## src/rtl/alu_result_stage.sv

```systemverilog
// ALU result consumer: 2-entry skid buffer toward memory, branch resolution,
// EPC and SIIC/RTI trap sequencing. Define OFL_TRAP_EN to trap on ADD/SUB overflow.
module alu_result_stage #(
  parameter logic [15:0] TRAP_VEC = 16'h0002,
  parameter int          DW       = 16
) (
  input  logic          clk,
  input  logic          rst,
  input  logic          in_valid,
  output logic          in_ready,
  input  logic [4:0]    in_op,
  input  logic [DW-1:0] in_result,
  input  logic          in_ofl,
  input  logic          in_zero,
  input  logic [DW-1:0] in_pc,
  input  logic [DW-1:0] in_target,
  output logic          out_valid,
  input  logic          out_ready,
  output logic [4:0]    out_op,
  output logic [DW-1:0] out_result,
  output logic [DW-1:0] out_pc,
  output logic          redirect_valid,
  output logic [DW-1:0] redirect_pc,
  output logic [DW-1:0] epc,
  output logic          halted
);

  localparam logic [4:0] OP_ADD  = 5'd0;
  localparam logic [4:0] OP_SUB  = 5'd1;
  localparam logic [4:0] OP_BEQZ = 5'd16;
  localparam logic [4:0] OP_BNEZ = 5'd17;
  localparam logic [4:0] OP_BLTZ = 5'd18;
  localparam logic [4:0] OP_SIIC = 5'd26;
  localparam logic [4:0] OP_RTI  = 5'd27;
  localparam logic [4:0] OP_NOP  = 5'd28;
  localparam logic [4:0] OP_HALT = 5'd29;

  typedef enum logic [1:0] {S_RUN, S_FLUSH, S_HALTED} state_t;

  typedef struct packed {
    logic [4:0]    op;
    logic [DW-1:0] result;
    logic [DW-1:0] pc;
  } entry_t;

  state_t        state_q, state_d;
  entry_t        head_q, head_d, skid_q, skid_d, enq;
  logic [1:0]    count_q, count_d;
  logic          in_ready_q, in_ready_d;
  logic          redir_q, redir_d;
  logic          halted_q, halted_d;
  logic [DW-1:0] redir_pc_q, redir_pc_d;
  logic [DW-1:0] epc_q, epc_d;
  logic          accept, emit, take, ofl_trap;
  logic [DW-1:0] take_pc;

  assign accept = in_valid & in_ready_q;
  assign emit   = (count_q != 2'd0) & out_ready;

`ifndef OFL_TRAP_EN
  logic unused_ofl;
  assign unused_ofl = in_ofl;
`endif

  // Decode of the op presented this cycle: redirect decision and enqueued entry
  always_comb begin
    take     = 1'b0;
    take_pc  = in_target;
    ofl_trap = 1'b0;
`ifdef OFL_TRAP_EN
    ofl_trap = ((in_op == OP_ADD) || (in_op == OP_SUB)) && in_ofl;
`endif
    case (in_op)
      OP_BEQZ: take = in_zero;
      OP_BNEZ: take = ~in_zero;
      OP_BLTZ: take = in_result[DW-1];
      OP_SIIC: begin take = 1'b1; take_pc = TRAP_VEC; end
      OP_RTI:  begin take = 1'b1; take_pc = epc_q;    end
      default: ;
    endcase
    if (ofl_trap) begin
      take    = 1'b1;
      take_pc = TRAP_VEC;
    end
    enq.op     = ofl_trap ? OP_NOP : in_op;
    enq.result = in_result;
    enq.pc     = in_pc;
  end

  always_comb begin
    state_d    = state_q;
    redir_d    = 1'b0;
    redir_pc_d = redir_pc_q;
    epc_d      = epc_q;
    halted_d   = halted_q;
    case (state_q)
      S_RUN: begin
        if (accept) begin
          if (take) begin
            state_d    = S_FLUSH;
            redir_d    = 1'b1;
            redir_pc_d = take_pc;
          end else if (in_op == OP_HALT) begin
            state_d  = S_HALTED;
            halted_d = 1'b1;
          end
          if (in_op == OP_SIIC) epc_d = in_pc + DW'(2);
          if (ofl_trap)         epc_d = in_pc;
        end
      end
      S_FLUSH: state_d = S_RUN;
      default: state_d = S_HALTED;
    endcase

    head_d  = head_q;
    skid_d  = skid_q;
    count_d = count_q;
    case ({accept, emit})
      2'b10: begin
        if (count_q == 2'd0) head_d = enq;
        else                 skid_d = enq;
        count_d = count_q + 2'd1;
      end
      2'b01: begin
        // A lone head is left in place so out_* hold their value once empty
        if (count_q == 2'd2) head_d = skid_q;
        count_d = count_q - 2'd1;
      end
      2'b11: begin
        if (count_q == 2'd1) head_d = enq;
        else begin
          head_d = skid_q;
          skid_d = enq;
        end
      end
      default: ;
    endcase

    in_ready_d = (state_d == S_RUN) && (count_d != 2'd2);
  end

  always_ff @(posedge clk or posedge rst) begin
    if (rst) begin
      state_q    <= S_RUN;
      head_q     <= '0;
      count_q    <= 2'd0;
      in_ready_q <= 1'b0;
      redir_q    <= 1'b0;
      redir_pc_q <= '0;
      epc_q      <= '0;
      halted_q   <= 1'b0;
    end else begin
      state_q    <= state_d;
      head_q     <= head_d;
      count_q    <= count_d;
      in_ready_q <= in_ready_d;
      redir_q    <= redir_d;
      redir_pc_q <= redir_pc_d;
      epc_q      <= epc_d;
      halted_q   <= halted_d;
    end
  end

  always_ff @(posedge clk) begin
    skid_q <= skid_d;
  end

  assign in_ready       = in_ready_q;
  assign out_valid      = (count_q != 2'd0);
  assign out_op         = head_q.op;
  assign out_result     = head_q.result;
  assign out_pc         = head_q.pc;
  assign redirect_valid = redir_q;
  assign redirect_pc    = redir_pc_q;
  assign epc            = epc_q;
  assign halted         = halted_q;

endmodule

```

## config.mk

```make
export PLATFORM = sky130hd
export DESIGN_NAME = alu_result_stage
export DESIGN_NICKNAME = d
export VERILOG_FILES = /design/src/rtl/alu_result_stage.sv
export SDC_FILE = /design/constraint.sdc
export NUM_CORES = 1
export LEC_CHECK = 0
export BUFFER_PORTS_ARGS = -buffer_cell sky130_fd_sc_hd__buf_4
export CAP_MARGIN = 0
export CELL_PAD_IN_SITES_DETAIL_PLACEMENT = 0
export CELL_PAD_IN_SITES_GLOBAL_PLACEMENT = 1
export CORE_MARGIN = 3
export CORE_UTILIZATION = 37
export DETAILED_ROUTE_END_ITERATION = 10
export PLACE_DENSITY = 0.81
export SLEW_MARGIN = 20
export SYNTH_ARGS = -nofsm -noshare
export SYNTH_HDL_FRONTEND = slang
export SYNTH_SLANG_ARGS = --single-unit
```

## constraint.sdc

```tcl
create_clock -name clk -period 6.6 [get_ports clk]
set_input_delay 1.32 -clock clk [delete_from_list [all_inputs] [get_ports clk]]
set_output_delay 1.32 -clock clk [all_outputs]
set_load 0.1 [all_outputs]
```

### Word level (Yosys, flattened, before mapping)

Cells that the tools add are included.

| word-level totals | value |
|---|---|
| flip-flop bits (word level) | 113 |
| output and inout port bits | 73 |

| operators by class | value |
|---|---|
| add/sub/neg operators | 3 |
| eq/ne operators | 17 |
| multiplexer cells | 17 |
| bitwise logic cells | 4 |
| reductions and logical operators | 13 |

Operator list:

| operator | number |
|---|---|
| two-way mux 37 bit | 5 |
| one-hot mux 37 bit (3 select lines) | 1 |
| one-hot mux 37 bit (2 select lines) | 1 |
| one-hot mux 16 bit (2 select lines) | 1 |
| == test 5 bit, second input constant | 6 |
| adder 16 x 2 -> 16 bit, second input constant | 1 |
| AND reduction 3 bit | 4 |
| != test 2 bit, second input constant | 5 |
| one-hot mux 2 bit (2 select lines) | 2 |
| == test 2 x 1 -> 1 bit, second input constant | 3 |
| == test 2 bit, second input constant | 3 |
| logical NOT 2 bit | 3 |
| two-way mux 2 bit | 3 |
| one-hot mux 1 bit (4 select lines) | 1 |
| AND reduction 4 bit | 1 |
| nonzero test 2 bit | 2 |
| two-way mux 1 bit | 3 |
| nonzero test 3 bit | 1 |
| adder 2 x 1 -> 2 bit, second input constant | 1 |
| AND 1 bit | 2 |
| NOT 1 bit | 2 |
| OR reduction 2 bit | 1 |
| subtractor 2 x 1 -> 2 bit, second input constant | 1 |
| logical AND 1 bit | 1 |

### Depth between registers and ports, before layout

Gate-level depths: netlist of the first run.

| logic depth | value |
|---|---|
| word-level depth | 8 |
| depth in mapped cells | 11 |

### Worst setup path after synthesis of the first run

No wires, ideal clock.

| path | value |
|---|---|
| path type | register to register |
| start point | reg count_q[0] |
| end point | reg skid_q[0] (netlist name), enable pin |
| setup time | 0.444 ns |
| data arrival time | 3.715 ns |
| required time | 6.156 ns |
| path slack | 2.441 ns |
| cell stages (with the launch flop) | 9 |
| path buffers | 0 |
| period minus slack after synthesis | 4.159 ns |
| path through | dfrtp_1 -> inv_1 -> ha_1 -> inv_1 -> nand2_1 -> inv_1 -> ha_1 -> o21ai_0 -> a21oi_1 |

| on the way | value |
|---|---|
| word-level cells in the longest chain between the ends | 5 |
| elaborated cells between the ends (all ways) | 10 |
| classes of those cells | eq/ne (5); bitwise (1); reduce/logical (4) |

Ends and longest elaborated chain:

| item | line | RTL |
|---|---|---|
| start: declaration | 48 | `logic [1:0] count_q, count_d;` |
| start signal: assignment | 155 | `count_q <= count_d;` |
| nonzero test 2 bit (*) | -- |  |
| net out_valid | 17 | `output logic out_valid,` |
| AND 1 bit (*) | 58 | `assign emit = (count_q != 2'd0) & out_ready;` |
| == test 2 bit | 118 | `case ({accept, emit})` |
| != test 2 bit (no line) or nonzero test 2 bit (tied branches) | -- |  |
| AND reduction 3 bit (no line) (*) | -- |  |
| end signal: assignment | 165 | `skid_q <= skid_d;` |
| end: declaration | 47 | `entry_t head_q, head_d, skid_q, skid_d, enq;` |

Mark *: on every way through the listed nets, which the timed path passes. The rest lies on a longest branch.
A chain may end at the register's enable or synchronous reset.

### Final worst setup path of the first run

| path | value |
|---|---|
| start point | in out_ready |
| end point | reg head_q, in the netlist out_pc[13] |

| on the way | value |
|---|---|
| word-level cells in the longest chain between the ends | 4 |
| elaborated cells between the ends (all ways) | 9 |
| classes of those cells | eq/ne (5); mux (1); bitwise (1); reduce/logical (2) |

Ends and longest elaborated chain:

| item | line | RTL |
|---|---|---|
| start: declaration | 18 | `input logic out_ready,` |
| AND 1 bit (*) | 58 |  |
| == test 2 x 1 -> 1 bit or == test 2 bit (tied branches) | 118 |  |
| != test 2 bit (no line) or nonzero test 3 bit (tied branches) | -- |  |
| AND reduction 3 bit (no line) | -- |  |
| end signal: assignment | 145 | `head_q <= '0;` |
| end signal: assignment | 154 | `head_q <= head_d;` |
| end: declaration | 47 |  |

Every way passes the cells marked *; elsewhere a longest branch is shown, timed or not.

==> results of run 1 <==
-- sequential cells by signal, summed over array words and instances (netlist names) --
register,count
skid_q,37
epc,16
out_pc,16
out_result,16
redirect_pc,16
out_op,5
count_q,2
state_q,2
halted,1
in_ready,1
redirect_valid,1
-- cell type report --
type / instances / area, um^2
clock inverter: 13 / 95.09
tap: 172 / 215.2
clock buffer: 19 / 442.9
timing repair buffer: 138 / 1047
fill: 1150 / 6093
multi-input combinational: 282 / 1714
inverter: 13 / 50.05
sequential: 113 / 3013
-- through the flow --
step | cells | setup slack, ps | utilization, % | area, um^2 | hold slack [ps]
global route | 750 | 3428 | 51.91 | 6578 | 498.4
detailed placement | 717 | 2853 | 47.52 | 6021 | 468.7
global placement | 717 | 2952 | 47.52 | 6021 | 461.0
CTS | 749 | 3282 | 51.76 | 6559 | 480.5
finish | 750 | 3604 | 51.91 | 6578 | 478.4
floorplan | 432 | 2441 | - | 4833 | 444.6
-- path summary, 6_finish.rpt --
| check | end | slack (ps) | depth (start not counted) |
|---|---|---|---|
| max in group asynchronous | count_q[1]$_DFF_PP0_ | 5000 | 3 |
| min | state_q[1]$_DFF_PP0_ | 480 | 1 |
| max reg2reg | skid_q[23]$_DFFE_PP_ | 3810 | 9 |
| min reg2reg | state_q[1]$_DFF_PP0_ | 480 | 1 |
| max | out_pc[13]$_DFFE_PP0P_ | 3600 | 9 |
| min in group asynchronous | out_result[6]$_DFFE_PP0P_ | 1100 | 3 |
-- per-layer routing --
layer	vias to the layer above	track usage (%)	part of all wire [%]
li1	1804	-	-
met1	1888	23.46	44
met2	138	26.77	48
met3	18	5.613	6.8
met4	0	6.091	1.6
met5	-	0	0
-- cell usage after synthesis (2+ instances only) --
| cell type | n | share of area [%] |
|---|---|---|
| o21ai_0 | 26 | 2.7 |
| or3_1 | 2 | 0.26 |
| mux2_2 | 16 | 3.7 |
| a31oi_1 | 2 | 0.26 |
| nand3_1 | 5 | 0.52 |
| ha_1 | 8 | 2.1 |
| nor4_1 | 3 | 0.39 |
| clkbuf_1 | 23 | 1.8 |
| inv_1 | 13 | 1.0 |
| nand4_1 | 2 | 0.26 |
| or2_2 | 4 | 0.52 |
| dfrtp_1 | 76 | 39 |
| a21oi_1 | 46 | 4.8 |
| nand2_1 | 52 | 4.0 |
| nand4b_1 | 2 | 0.36 |
| nor2_1 | 46 | 3.6 |
| edfxtp_1 | 37 | 23 |
| xnor2_1 | 10 | 1.8 |
| a22oi_1 | 37 | 5.7 |
| xor2_1 | 2 | 0.36 |
| nor3_1 | 7 | 0.72 |
-- critical path, delay by kind of cell --
kind                     cells  cell delay [ps]
AND/OR/NAND/NOR              2              190
buffers and inverters        4              840
AO/OA/AOI/OAI                2              640
adder cells (fa/ha/maj)      1              310
-- cell families after synthesis --
kind of cell    after synthesis
simple gates                128
buf+inv                      37
flops                       113
compound gates              117
mux                          17
xor+xnor                     12
fa+ha+maj                     8
==> flow_metrics.env, run 1 <==
export IMPL_synth_top_family_by_area="compound AO/OA/AOI/OAI gates"
export IMPL_wirelength_um=12410
export IMPL_port_buffers=130
export IMPL_dieWidth_um=120.3
export IMPL_die_y_um=120.3
export IMPL_hold_viol=0
export IMPL_track_usage_pct=17.46
export IMPL_pin_count=132
export IMPL_clk_pin_slew_ps=50
export IMPL_finalSetupTns_ps=0
export IMPL_hold_class="register to register"
export IMPL_hp_start="state_q[1]$_DFF_PP0_"
export IMPL_syn2layout_area_growth_pct=36.09
export IMPL_nets=632
export IMPL_drc=0
export IMPL_finalCritPeriodShare_pct=45.39
export IMPL_period_needed_ps=2996
export IMPL_cap_violations=0
export IMPL_wl_per_cell_um=16.55
export IMPL_cts_buffers=17
export IMPL_cp_cell_sequence="buf_4 > nand2_1 > inv_1 > ha_1 > a221oi_4 > buf_8 > buf_4 > nor2_1 > a21oi_1"
export IMPL_synthFlopType="dfrtp_1"
export IMPL_clock_sinks=113
export IMPL_async_flop_share_pct=67.26
export IMPL_synth_warnings=0
export IMPL_worstMarginPinSlew_ps=1024
export IMPL_grt_pass1_wl_um=19590
export IMPL_design_die_area_mm2=0.01447
export IMPL_slew_violations=0
export IMPL_rsz0062_at_grt="no"
export IMPL_fmax_mhz=333.8
export IMPL_yosys_area_share_simple_pct=11.62
export IMPL_overflow=0
export IMPL_cts_tree="done"
export IMPL_globalplace_congestion=0.8304
export IMPL_critPathKind="input port to register"
export IMPL_crit_fanout=48
export IMPL_clockBufferDepth=2
export IMPL_slowest_delay_ps=500
export IMPL_startpoint="out_ready"
export IMPL_cp_data_arrival_time_ps=3330
export IMPL_cpMaxStageDelayCell="a221oi_4"
export IMPL_hpwl_um=8607
export IMPL_grt_pass1_vias=3698
export IMPL_synth_seq_area_share_pct=62.33
export IMPL_syn_num_nets=499
export IMPL_synthAdderAreaFrac_pct=2.071
export IMPL_muxShareOfSynthArea_pct=3.935
export IMPL_final_cell_mix="136 x buf_4, 76 x dfrtp_1, 52 x nand2_1"
export IMPL_grt_max_degree=77
export IMPL_final_common_cell="buf_4"
export IMPL_clkLatencyLatePin_ps=410
export IMPL_cts_resized=0
export IMPL_r2r_start="count_q[0]$_DFF_PP0_"
export IMPL_antenna_found_initial=0
export IMPL_vias_per_cell=5.131
export IMPL_synth_cell_types=34
export IMPL_cts_setup_buffers=0
export IMPL_ys_seq_elements=113
export IMPL_core_rowCount=41
export IMPL_netlist_instances=432
export IMPL_synth_edf_count=37
export IMPL_root_buffer="clkbuf_16"
export IMPL_holdBufCountCts=0
export IMPL_skew_ps=5.651
export IMPL_start_kind="input port"
export IMPL_syn_area_mm2=0.004833
export IMPL_drt_pass1_iterations=6
export IMPL_setup_viol=0
export IMPL_ant_nets=0
export IMPL_status="finished clean"
export IMPL_cp_end_kind="register"
export IMPL_drt_iter0_markers=184
export IMPL_core_mm2=0.01267
export IMPL_timing_critical_path_mode_cell="buf_4"
export IMPL_synth_compound_area_share_pct=14.83
export IMPL_initial_core_util_pct=38.15
export IMPL_drive_gt1_share_pct=33.39
export IMPL_vias=3848
export IMPL_diodes=0
export IMPL_post_synth_cell_area_avg_um2=11.19
export IMPL_slew_headroom_pct=31.44
export IMPL_synth_xor_area_share_pct=2.174
export IMPL_cp_required_ps=6930
export IMPL_htreeDepth=4
Power of run 1 is not shown: default switching activity piles up to over one toggle a cycle in this logic, so the estimate is an artifact.
==> run 2, diff against run 1 <==
ABC_AREA = 1   (was not set)
CORE_UTILIZATION = 36   (was 37)
PLACE_DENSITY = 0.84   (was 0.81)
clock period = 2.75 ns   (was 6.6 ns; I/O delays follow)
==> run 2 against run 1 <==
  * Global-route usage rose by 0.45 points
  * First-iteration DRC count rose by 97%
  * Die area rose by 13%
  * Clock-buffer cell count rose by 1
  * Area after synthesis rose by 11%
  * Setup slack got worse by 3200 ps
  * Hold slack got worse by 310 ps
  * Sequential share of layout area fell by 3.7 points
  * Synthesized cell count rose by 44%
  * Clock skew rose by 0.68 ps
==> flow_metrics.env, run 2 <==
export IMPL_status="finished clean"
export IMPL_overflow=0
export IMPL_syn2layout_area_growth_pct=33.64
export IMPL_cp_end_kind="register"
export IMPL_wl_per_cell_um=15.10
export IMPL_finalCritPeriodShare_pct=85.87
export IMPL_vias_per_cell=4.799
export IMPL_synth_seq_area_share_pct=56.22
export IMPL_root_buffer="clkbuf_16"
export IMPL_critPathKind="register to register"
export IMPL_slew_headroom_pct=59.72
export IMPL_port_buffers=130
export IMPL_ant_nets=0
export IMPL_crit_family="simple AND/OR/NAND/NOR gates"
export IMPL_cp_cell_sequence="inv_1 > ha_2 > clkinvlp_4 > nand2_2 > inv_2 > ha_1 > nand2_1 > nand2_1 > o22ai_1 > nand2_1 > o21ai_0"
export IMPL_hold_viol=0
export IMPL_worstMarginPinSlew_ps=602.7
export IMPL_synth_cell_types=30
export IMPL_wirelength_um=14330
export IMPL_netlist_instances=623
export IMPL_cp_depth=11
export IMPL_grt_pass1_wl_um=22950
export IMPL_skew_ps=6.327
export IMPL_post_synth_cell_area_avg_um2=8.602
export IMPL_seqPwrFrac_pct=27.3
export IMPL_clockBufferDepth=2
export IMPL_cp_required_ps=3080
export IMPL_cts_buffers=17
export IMPL_synthTopCellsByArea="dfrtp_1 35%, edfxtp_1 21%, nand2_1 13%, inv_1 7.6%, o21ai_0 5.8%"
export IMPL_leakage_nw=3.650
export IMPL_cap_violations=0
export IMPL_period_needed_ps=2361
export IMPL_slowest_delay_ps=410
export IMPL_path_buf_inv=3
export IMPL_vias=4554
export IMPL_drive_gt1_share_pct=24.58
export IMPL_yosys_cell_count_top_type="nand2_1"
export IMPL_fmax_mhz=423.5
export IMPL_design_die_area_mm2=0.01639
export IMPL_syn_num_nets=690
export IMPL_slew_violations=0
export IMPL_synth_commonest_cells="180 x nand2_1, 108 x inv_1, 76 x dfrtp_1"
export IMPL_swShare_pct=46.39
export IMPL_final_common_cell="nand2_1"
export IMPL_p_switching_w=0.003691
export IMPL_clkLatencyLatePin_ps=410
export IMPL_htreeDepth=4
export IMPL_die_y_um=128.0
export IMPL_cp_data_arrival_time_ps=2690
export IMPL_diodes=0
export IMPL_power_total_w=0.007958
export IMPL_globalplace_congestion=0.8434
export IMPL_cts_tree="done"
export IMPL_ys_seq_elements=113
export IMPL_setup_viol=0
export IMPL_antenna_found_initial=0
export IMPL_synth_top_area_cell="dfrtp_1"
export IMPL_p_clk_share_pct=28.6
export IMPL_start_kind="register"
export IMPL_core_rowCount=43
export IMPL_power_per_cell_area_mw_per_mm2=1111
export IMPL_drt_iter0_markers=363
export IMPL_synth_warnings=0
export IMPL_syn_area_mm2=0.005359
export IMPL_combPwrFrac_pct=44.1
export IMPL_final_cell_mix="179 x nand2_1, 136 x buf_4, 104 x inv_1"
export IMPL_dieWidth_um=128.0
export IMPL_largest_register_ffs=37
export IMPL_hpwl_um=10220
export IMPL_crit_fanout=15
export IMPL_yosys_area_top_type_share_pct=35.49
export IMPL_core_mm2=0.01420
export IMPL_reg2reg_depth=11
export IMPL_hold_class="input port to async pin"
export IMPL_clk_pin_slew_ps=50
export IMPL_synthFlopType="dfrtp_1"
export IMPL_pin_count=132
export IMPL_clock_sinks=113
export IMPL_vdd_drop_max_uv=1083
export IMPL_drt_pass1_iterations=5
export IMPL_nets=823
export IMPL_initial_core_util_pct=37.73
export IMPL_cts_resized=0
export IMPL_synth_edf_count=37
export IMPL_drc=0
export IMPL_timing_critical_path_mode_cell="nand2_1"
export IMPL_design_area_mm2=0.007162
export IMPL_cpMaxStageDelayCell="dfrtp_1"
export IMPL_track_usage_pct=17.90
export IMPL_rsz0062_at_grt="no"
export IMPL_holdBufCountCts=0
export IMPL_async_flop_share_pct=67.26
export IMPL_grt_max_degree=75
export IMPL_regMostFlops="skid_q"
export IMPL_placed_area_mm2=0.006551
export IMPL_grt_pass1_vias=4484
export IMPL_cts_setup_buffers=0
export IMPL_p_int_w=0.004267
## run 2: cell types whose count changed after synthesis, moves of 21 or more
cell / before / now
a21oi_1: 46 / 1
nand2_1: 52 / 180
o21ai_0: 26 / 62
nand3_1: 5 / 50
nor2_1: 46 / 25
inv_1: 13 / 108
a22oi_1: 37 / 1
## run 2: layout make-up
type	instances	area [um^2]
Clock inverter	12	163.9
Inverter	108	410.4
Fill cell	1348	7042
Clock buffer	20	446.7
Timing Repair Buffer	138	1061
Multi-Input combinational cell	378	1841
Tap cell	180	225.2
Sequential cell	113	3014
## run 2: worst paths after layout
path / from / endpoint / slack [ps]
min in group clk: in_pc[0] / skid_q[0]$_DFFE_PP_ / 320
worst max register to register: count_q[0]$_DFF_PP0_ / out_pc[9]$_DFFE_PP0P_ / 390
worst min-delay path: rst / redirect_pc[1]$_DFFE_PP0P_ / 170
worst max-delay path: count_q[0]$_DFF_PP0_ / out_pc[9]$_DFFE_PP0P_ / 390
worst min register to register: redirect_pc[3]$_DFFE_PP0P_ / redirect_pc[3]$_DFFE_PP0P_ / 470
max in group asynchronous: rst / redirect_pc[6]$_DFFE_PP0P_ / 1860
## run 2: power by group through the flow
| stage | clock, W | sequential, W | combinational, W |
|---|---|---|---|
| after floorplan | 0 | 0.00405 | 0.000855 |
| after CTS | 0.00232 | 0.00218 | 0.00354 |
| after detailed placement | 0 | 0.00220 | 0.00353 |
| after global placement | 0 | 0.00218 | 0.00349 |
| final | 0.00228 | 0.00217 | 0.00351 |
| after global routing | 0.00240 | 0.00221 | 0.00370 |
## run 2: cells by family after synthesis
group / share of synthesized area [%]
AND/OR/NAND/NOR: 21.48
buffers and inverters: 10.04
flip-flops: 56.22
AO/OA/AOI/OAI: 9.573
adder cells (fa/ha/maj): 1.868
XOR/XNOR: 0.8173
## run 2: metrics by stage
stage | cells | utilization (%) | TNS [ps] | setup slack, ps | hold WS, ps
6_report | 949 | 50.42 | 0 | 388.6 | 171.0
5_1_grt | 949 | 50.42 | 0 | 191.3 | 211.8
4_1_cts | 949 | 50.42 | 0 | 415.9 | 193.2
3_5_place_dp | 917 | 46.12 | 0 | 443.8 | 460.1
3_3_place_gp | 917 | 46.12 | 0 | 522.5 | 459.0
2_1_floorplan | 623 | - | -16010 | -432.6 | 474.3
## run 2: per-layer routing
metal,global-route usage (%),part of all wire (%),up-vias
li1,-,-,2243
met1,22.35,41,2155
met2,29.42,51,127
met3,4.250,5.5,29
met4,8.302,2.9,0
met5,0,0,-
(Power assumes the default switching activity.)
